==> src/rtl/combat_pkg.sv <==
// combat_pkg: encodings shared by the character FSM, hit detection and the
// combat resolver.
//   ATTACK            character FSM state in which a hitbox is live
//   WIN_*             round result codes driven on combat_resolver.winner
//   resolver_state_t  round state of the resolver (FIGHT / OVER)
package combat_pkg;

  localparam logic [2:0] ATTACK = 3'b010;

  localparam logic [1:0] WIN_NONE = 2'b00;
  localparam logic [1:0] WIN_P1   = 2'b01;
  localparam logic [1:0] WIN_P2   = 2'b10;
  localparam logic [1:0] WIN_DRAW = 2'b11;

  typedef enum logic {
    FIGHT = 1'b0,
    OVER  = 1'b1
  } resolver_state_t;

endpackage

==> src/rtl/player_damage.sv <==
// player_damage: damage bookkeeping for one defending player.
//   clk, rst      clock, asynchronous active-high reset
//   hit_accept    an accepted hit lands on this player this edge
//   frame_tick    one-clk strobe per video frame (stun time base)
//   restore       new-round request: refill health, clear stun
//   health        current health, saturating at 0
//   hitstun       player is stunned (stun counter nonzero)
//   hit_pulse     one-cycle pulse on the edge after an accepted hit
module player_damage
  import combat_pkg::*;
#(
  parameter int unsigned MAX_HEALTH     = 3,
  parameter int unsigned HITSTUN_FRAMES = 12,
  parameter int unsigned HW             = $clog2(MAX_HEALTH + 1)
) (
  input  logic          clk,
  input  logic          rst,
  input  logic          hit_accept,
  input  logic          frame_tick,
  input  logic          restore,
  output logic [HW-1:0] health,
  output logic          hitstun,
  output logic          hit_pulse
);

  logic [7:0] stun_cnt;

  always_ff @(posedge clk or posedge rst) begin
    if (rst) begin
      health    <= HW'(MAX_HEALTH);
      stun_cnt  <= '0;
      hit_pulse <= 1'b0;
    end else if (restore) begin
      health    <= HW'(MAX_HEALTH);
      stun_cnt  <= '0;
      hit_pulse <= 1'b0;
    end else begin
      hit_pulse <= hit_accept;
      if (hit_accept) begin
        if (health != '0) health <= health - HW'(1);
        // A fresh hit reloads the stun even if a frame tick arrives together.
        stun_cnt <= 8'(HITSTUN_FRAMES);
      end else if (frame_tick && stun_cnt != '0) begin
        stun_cnt <= stun_cnt - 8'd1;
      end
    end
  end

  assign hitstun = (stun_cnt != '0);

endmodule

==> src/rtl/combat_resolver.sv <==
// combat_resolver: turns level-valued hitbox overlap flags into one hit event
// per attack, applies damage/hitstun to each player and decides the round.
//   clk, rst                   clock, asynchronous active-high reset
//   frame_tick                 one-clk strobe per video frame
//   round_restart              one-cycle new-round request (beats any hit)
//   char1_state, char2_state   character FSM states (ATTACK = 3'b010)
//   hit1_lands, hit2_lands     P1 hits P2 / P2 hits P1 overlap levels
//   p1_health, p2_health       current health per player
//   p1_hitstun, p2_hitstun     player currently stunned
//   p1_hit_pulse, p2_hit_pulse one-cycle pulse when that player takes damage
//   game_over                  round finished
//   winner                     00 none, 01 P1, 10 P2, 11 draw
module combat_resolver
  import combat_pkg::*;
#(
  parameter int unsigned MAX_HEALTH     = 3,
  parameter int unsigned HITSTUN_FRAMES = 12
) (
  input  logic                               clk,
  input  logic                               rst,
  input  logic                               frame_tick,
  input  logic                               round_restart,
  input  logic [2:0]                         char1_state,
  input  logic [2:0]                         char2_state,
  input  logic                               hit1_lands,
  input  logic                               hit2_lands,
  output logic [$clog2(MAX_HEALTH + 1)-1:0]  p1_health,
  output logic [$clog2(MAX_HEALTH + 1)-1:0]  p2_health,
  output logic                               p1_hitstun,
  output logic                               p2_hitstun,
  output logic                               p1_hit_pulse,
  output logic                               p2_hit_pulse,
  output logic                               game_over,
  output logic [1:0]                         winner
);

  localparam int unsigned HW = $clog2(MAX_HEALTH + 1);

  resolver_state_t state;
  logic            atk1_consumed;
  logic            atk2_consumed;
  logic            accept1;
  logic            accept2;
  logic            kill_p1;
  logic            kill_p2;

  // accept1: P1 damages P2; accept2: P2 damages P1. Restart drops any hit.
  always_comb begin
    accept1 = (state == FIGHT) && !round_restart && hit1_lands &&
              (char1_state == ATTACK) && !atk1_consumed && !p2_hitstun;
    accept2 = (state == FIGHT) && !round_restart && hit2_lands &&
              (char2_state == ATTACK) && !atk2_consumed && !p1_hitstun;
    // The hit is lethal when the defender sits at 1 (or already 0).
    kill_p2 = accept1 && (p2_health <= HW'(1));
    kill_p1 = accept2 && (p1_health <= HW'(1));
  end

  always_ff @(posedge clk or posedge rst) begin
    if (rst) begin
      state         <= FIGHT;
      winner        <= WIN_NONE;
      atk1_consumed <= 1'b0;
      atk2_consumed <= 1'b0;
    end else if (round_restart) begin
      state         <= FIGHT;
      winner        <= WIN_NONE;
      atk1_consumed <= 1'b0;
      atk2_consumed <= 1'b0;
    end else begin
      if (accept1)                   atk1_consumed <= 1'b1;
      else if (char1_state != ATTACK) atk1_consumed <= 1'b0;
      if (accept2)                   atk2_consumed <= 1'b1;
      else if (char2_state != ATTACK) atk2_consumed <= 1'b0;

      if (state == FIGHT && (kill_p1 || kill_p2)) begin
        state <= OVER;
        // {P1 died, P2 died} maps directly onto WIN_P2 / WIN_P1 / WIN_DRAW.
        winner <= {kill_p1, kill_p2};
      end
    end
  end

  assign game_over = (state == OVER);

  player_damage #(
    .MAX_HEALTH     (MAX_HEALTH),
    .HITSTUN_FRAMES (HITSTUN_FRAMES),
    .HW             (HW)
  ) u_p1_damage (
    .clk        (clk),
    .rst        (rst),
    .hit_accept (accept2),
    .frame_tick (frame_tick),
    .restore    (round_restart),
    .health     (p1_health),
    .hitstun    (p1_hitstun),
    .hit_pulse  (p1_hit_pulse)
  );

  player_damage #(
    .MAX_HEALTH     (MAX_HEALTH),
    .HITSTUN_FRAMES (HITSTUN_FRAMES),
    .HW             (HW)
  ) u_p2_damage (
    .clk        (clk),
    .rst        (rst),
    .hit_accept (accept1),
    .frame_tick (frame_tick),
    .restore    (round_restart),
    .health     (p2_health),
    .hitstun    (p2_hitstun),
    .hit_pulse  (p2_hit_pulse)
  );

endmodule

==> config.mk <==
export PLATFORM = sky130hd
export DESIGN_NAME = combat_resolver
export DESIGN_NICKNAME = d
export VERILOG_FILES = /design/src/rtl/combat_pkg.sv /design/src/rtl/player_damage.sv /design/src/rtl/combat_resolver.sv
export SDC_FILE = /design/constraint.sdc
export NUM_CORES = 1
export LEC_CHECK = 0
export ABC_AREA = 1
export CAP_MARGIN = 10
export CORE_ASPECT_RATIO = 1.4
export CORE_UTILIZATION = 50
export CTS_CLUSTER_DIAMETER = 60
export DETAILED_ROUTE_END_ITERATION = 8
export GPL_ROUTABILITY_DRIVEN = 0
export PLACE_DENSITY_LB_ADDON = 0.12
export SLEW_MARGIN = 20
export SYNTH_ARGS = -nofsm -noshare
export SYNTH_HDL_FRONTEND = slang
export SYNTH_SLANG_ARGS = --single-unit
==> constraint.sdc <==
create_clock -name clk -period 3.4 [get_ports clk]
set_input_delay 0.68 -clock clk [delete_from_list [all_inputs] [get_ports clk]]
set_output_delay 0.68 -clock clk [all_outputs]
set_load 0.01 [all_outputs]
==> results_dict.tcl, run 1 <==
set metrics [dict create \
    drtIter0Drc 62 \
    n_antenna_cell 0 \
    die-height_um 69.9 \
    syn_area_mm2 0.00165 \
    synth_top_area_frac 0.350 \
    finalCritPeriodShare 0.730 \
    placementRows 24 \
    pin_count 23 \
    synth_edf_count 0 \
    via_per_inst 4.94 \
    drv_slew 0 \
    path_class "reg2out" \
    dieArea_mm2 0.00353 \
    worstHoldStart "u_p1_damage.health[1]" \
    multi_input_area_um2 815 \
    power_density_mw_per_mm2 759 \
    yosys_warnings 0 \
    slew_headroom 0.634 \
    synth_most_common_cell "nand2_1" \
    cpLargestDelayFamily "buffers and inverters" \
    vdd_drop_max_uv 506 \
    cap_violations 0 \
    worst-path-stages 6 \
    avgSynthCellArea_um2 7.48 \
    cts_setup_buffers 0 \
    worst_hold_path.endpoint "u_p1_damage.health[1]" \
    root_buffer "clkbuf_8" \
    ant_nets 0 \
    grt_pass1_vias 1410 \
    post_cts_resized 0 \
    r2r_slack_ps 1830 \
    outcome "complete, no violations" \
    hpwl_mm 2.43 \
    synthCells 220 \
    ys_async_sr_fraction 1.00 \
    path_clk_slew_ps 100 \
    timing.critical_path.cells "inv_1 -> ha_1 -> nand2_1 -> nor2_4 -> inv_2 -> clkdlybuf4s50_1" \
    r2r-start "u_p2_damage.stun_cnt[0]" \
    reg2reg_to "u_p2_damage.stun_cnt[3]" \
    yosys.cell_types.count 26 \
    tns_ps 0 \
    setup_viol 0 \
    grt_first_pass_wirelength_mm 5.84 \
    leakage_nw 1.04 \
    netlist_top_cells_count "58 x nand2_1, 35 x inv_1, 24 x nor2_1" \
    cts_tree "yes" \
    worstPathRequired_ps 2720 \
    whs_path_depth 2 \
    die_w_um 50.5 \
    syn_nets 240 \
    io_buffers 22 \
    clk_path_buf_depth 2 \
    drc 0 \
    cts_sinks 27 \
    critPathSlowestCell "clkdlybuf4s50_1" \
    arrival_ps 1800 \
    tightest_slew_ps 548 \
    synth-seq-cells 27 \
    pre_cts_ws_ps 1210 \
    ff2ff_path_depth 9 \
    worst_path_largest_cell_delay_ps 480 \
    end_kind "output port" \
    fin_ws_ps 917 \
    coreArea_mm2 0.00312 \
    fin_crit_ps 2480 \
    cts-hold-fix-buffers 0 \
    syn2layout_area_growth_pct 18.7 \
    synthFlopType "dfrtp_1" \
    final_nets 266 \
    wl_mm 3.19 \
    initial_core_util 0.527 \
    grt_use_total 0.212 \
    synth_area_leader_cell "dfrtp_1" \
    path_max_fanout 6 \
    synthTopCellsByArea "dfrtp_1 35%, nand2_1 13%, inv_1 8.0%" \
    numCtsBuffers 3 \
    h-tree-depth 1 \
    post_route_cells_drive_above_1_share 0.114 \
    insertion_delay_ps 270 \
    max_freq_mhz 403 \
    final-hold-violation-count 0 \
    clock_skew_ps 4.58 \
    start_kind "flip-flop" \
    wl_per_cell_um 11.2 \
    fill_cells 307 \
    rsz0062_at_grt "false" \
    antenna_found_initial 0 \
    holdCritPathClass "reg2reg" \
    ff_latch_area_um2 681 \
    grt-ovfl-total 0 \
    dr.pass1.iters 4 \
    grt_max_degree 27 \
    detailroute.via_count 1404 \
    seq_area_frac_synth 0.414 \
    path_buf_inv 3 \
]
[how the worst max path moves through the flow]
stage / start / endpoint
2_1_floorplan: u_p1_damage.stun_cnt[0] / p1_hitstun
3_3_place_gp: u_p1_damage.stun_cnt[0] / p1_hitstun
3_5_place_dp: round_restart / u_p2_damage.stun_cnt[3]
4_1_cts: u_p1_damage.stun_cnt[0] / p1_hitstun
5_1_grt: u_p1_damage.stun_cnt[0] / p1_hitstun
6_report: u_p1_damage.stun_cnt[0] / p1_hitstun
[metrics by stage]
stage / utilization / hold WS (ps) / total power [mW] / cells / instance area [um^2]
global placement: 0.611 / 515 / 1.30 / 280 / 1910
floorplan: - / 493 / 1.12 / 220 / 1650
detailed placement: 0.611 / 506 / 1.30 / 280 / 1910
CTS: 0.625 / 526 / 1.49 / 284 / 1950
global route: 0.625 / 534 / 1.64 / 284 / 1950
finish: 0.625 / 521 / 1.48 / 284 / 1950
[layout by cell type (no fill, tap or decap), types with 5 or more instances in the layout]
master and count:
nand2_1 58, o21ai_0 8, nor2_1 24, ha_1 8, dfrtp_1 23, clkdlybuf4s50_1 22
nand4_1 5, nand3_1 17, inv_1 34, nand2_2 5
[registers in the layout, indices dropped and copies added (netlist names)]
register,count
atk1_consumed,1
atk2_consumed,1
game_over,1
u_p1_damage.health,2
u_p1_damage.hit_pulse,1
u_p1_damage.stun_cnt,8
u_p2_damage.health,2
u_p2_damage.hit_pulse,1
u_p2_damage.stun_cnt,8
winner,2
[layer usage]
| layer | part of all wire | global-route usage | vias up |
|---|---|---|---|
| li1 | - | - | 735 |
| met5 | 0 | 0 | - |
| met1 | 0.47 | 0.270 | 648 |
| met4 | 0.0072 | 0.0463 | 0 |
| met2 | 0.50 | 0.378 | 19 |
| met3 | 0.021 | 0.0261 | 2 |
[logic make-up (layout without fill, tap and decap cells)]
group                    count (synthesis)  count (layout)  synth area share
buffers and inverters                   38              63            0.0913
flip-flops                              27              27             0.414
XOR/XNOR                                 3               3            0.0160
AND/OR/NAND/NOR                        129             129             0.371
adder cells (fa/ha/maj)                  8               8            0.0608
AO/OA/AOI/OAI                           15              15            0.0472
[worst min-delay path, stage by stage (launching register included)]
cell     delay, ps
dfstp_2        390
o21ai_0         70
nand3_1         70
[where the power goes]
part	leakage, nW	switching [mW]	internal (mW)
logic	0.657	0.498	0.313
clock network	0.0255	0.102	0.0821
registers	0.353	0.0782	0.408
total	1.04	0.679	0.803
[cell type report]
class | instances | share of cell area
Clock inverter | 1 | 0.00256
Inverter | 36 | 0.0692
Tap cell | 39 | 0.0250
Multi-Input combinational cell | 155 | 0.417
Sequential cell | 27 | 0.348
Clock buffer | 3 | 0.0211
Timing Repair Buffer | 23 | 0.117
(Power assumes the default switching activity.)
==> run 2, diff against run 1 <==
==> constraint.sdc (replaced) <==
create_clock -name clk -period 2.35 [get_ports clk]
set_input_delay 0.47 -clock clk [delete_from_list [all_inputs] [get_ports clk]]
set_output_delay 0.47 -clock clk [all_outputs]
set_load 0.01 [all_outputs]
==> run 2 against run 1 <==
Compared with the run above:
- sequential power increased by 46%
- power increased by 46%
- clock-buffer cell count stayed put
- clock skew rose by 1.9 ps
- setup slack lost 810 ps
- combinational power rose by 44%
==> results_dict.tcl, run 2 (same netlist as run 1, synthesis figures left out) <==
set metrics [dict create \
    outcome "complete, no violations" \
    cts_sinks 27 \
    vdd_drop_max_uv 770 \
    final_common_cell "nand2_1" \
    hpwl_mm 2.49 \
    final-hold-violation-count 0 \
    final_cell_mix "58 x nand2_1, 35 x inv_1, 23 x nor2_1, 23 x dfrtp_1, 22 x clkdlybuf4s50_1" \
    detailroute.via_count 1428 \
    internal_power_mw 1.17 \
    end_kind "output port" \
    cap_violations 0 \
    root_buffer "clkbuf_8" \
    grt_max_degree 28 \
    h-tree-depth 1 \
    power_frac_comb 0.540 \
    pin_count 23 \
    grt_first_pass_wirelength_mm 5.82 \
    holdCritPathClass "reg2reg" \
    setup_viol 0 \
    grt_use_total 0.213 \
    syn2layout_area_growth_pct 19.1 \
    die_w_um 50.5 \
    wl_mm 3.29 \
    fin_total_pwr_mw 2.16 \
    post_route_cells_drive_above_1_share 0.114 \
    leakage_nw 1.04 \
    clk_path_buf_depth 2 \
    cts_tree "yes" \
    tns_ps 0 \
    dr.pass1.iters 4 \
    rsz0062_at_grt "false" \
    coreArea_mm2 0.00312 \
    clockPowerShare 0.131 \
    initial_core_util 0.527 \
    path_class "reg2out" \
    finalCritPeriodShare 0.955 \
    die-height_um 69.9 \
    n_antenna_cell 0 \
    power.share.sequential 0.329 \
    worstPathRequired_ps 1880 \
    reg_top3 "u_p1_damage.stun_cnt (8), u_p2_damage.stun_cnt (8)" \
    fin_ws_ps 106 \
    placementRows 24 \
    dieArea_mm2 0.00353 \
    switchingPower_mw 0.994 \
    fin_crit_ps 2240 \
    via_per_inst 5.03 \
    drtIter0Drc 41 \
    switching_share 0.460 \
    arrival_ps 1770 \
    grt_pass1_vias 1349 \
    path_max_fanout 6 \
    tightest_slew_ps 515 \
    drv_slew 0 \
    pre_cts_ws_ps 367 \
    ant_nets 0 \
    clock_skew_ps 6.44 \
    max_freq_mhz 446 \
    numCtsBuffers 3 \
    wl_per_cell_um 11.6 \
    final_nets 266 \
    io_buffers 22 \
    path_clk_slew_ps 100 \
    drc 0 \
    grt-ovfl-total 0 \
    slew_headroom 0.657 \
    post_cts_resized 0 \
    insertion_delay_ps 280 \
    cts-hold-fix-buffers 0 \
    power_density_mw_per_mm2 1100 \
    start_kind "flip-flop" \
    cts_setup_buffers 0 \
    antenna_found_initial 0 \
    fill_cells 300 \
]
==> run 2: through the flow <==
step,utilization,cells,cell area (um^2),hold WS (ps)
2_1_floorplan,-,220,1650,493
3_3_place_gp,0.611,280,1910,500
3_5_place_dp,0.611,280,1910,506
4_1_cts,0.627,284,1960,523
5_1_grt,0.627,284,1960,550
6_report,0.627,284,1960,515
==> run 2: final cells by class <==
cell class | instances | area (um^2) | share of cell area
sequential | 27 | 681 | 0.347
timing repair buffer | 23 | 228 | 0.116
clock buffer | 3 | 41.3 | 0.0211
inverter | 36 | 135 | 0.0690
clock inverter | 1 | 8.76 | 0.00447
multi-input combinational | 155 | 817 | 0.417
tap | 39 | 48.8 | 0.0249
==> run 2: worst max-delay path: stages, from the launching register on <==
cell and delay [ps]:
dfrtp_1 370, inv_1 150, ha_1 170, nand2_1 80, nor2_4 170, inv_2 70, clkdlybuf4s50_1 480
==> run 2: power by group through the flow <==
| stage | sequential [mW] | clock (mW) | combinational, mW |
|---|---|---|---|
| 5_1_grt | 0.728 | 0.306 | 1.35 |
| 3_3_place_gp | 0.712 | 0 | 1.17 |
| 4_1_cts | 0.706 | 0.295 | 1.18 |
| 6_report | 0.710 | 0.284 | 1.17 |
| 3_5_place_dp | 0.716 | 0 | 1.17 |
| 2_1_floorplan | 0.688 | 0 | 0.928 |
==> run 2: worst paths after layout <==
kind / startpoint / end / slack [ps] / depth (start not counted)
worst max-delay path: u_p1_damage.stun_cnt[0] / p1_hitstun / 110 / 6
worst min-delay path: u_p2_damage.health[1] / u_p2_damage.health[1] / 510 / 2
worst max register to register: u_p2_damage.stun_cnt[0] / u_p2_damage.stun_cnt[3] / 770 / 9
worst min register to register: u_p2_damage.health[1] / u_p2_damage.health[1] / 510 / 2
max in group asynchronous: rst / u_p1_damage.health[1] / 1500 / 3
min in group asynchronous: rst / atk1_consumed / 550 / 3
==> run 2: routing by layer <==
metal  vias up  GRT usage  routed length [um]
met5         -          0                   0
met4         0     0.0648                  33
met3         4     0.0261                  73
met2        23      0.366                1660
met1       667      0.276                1520
li1        734          -                   -
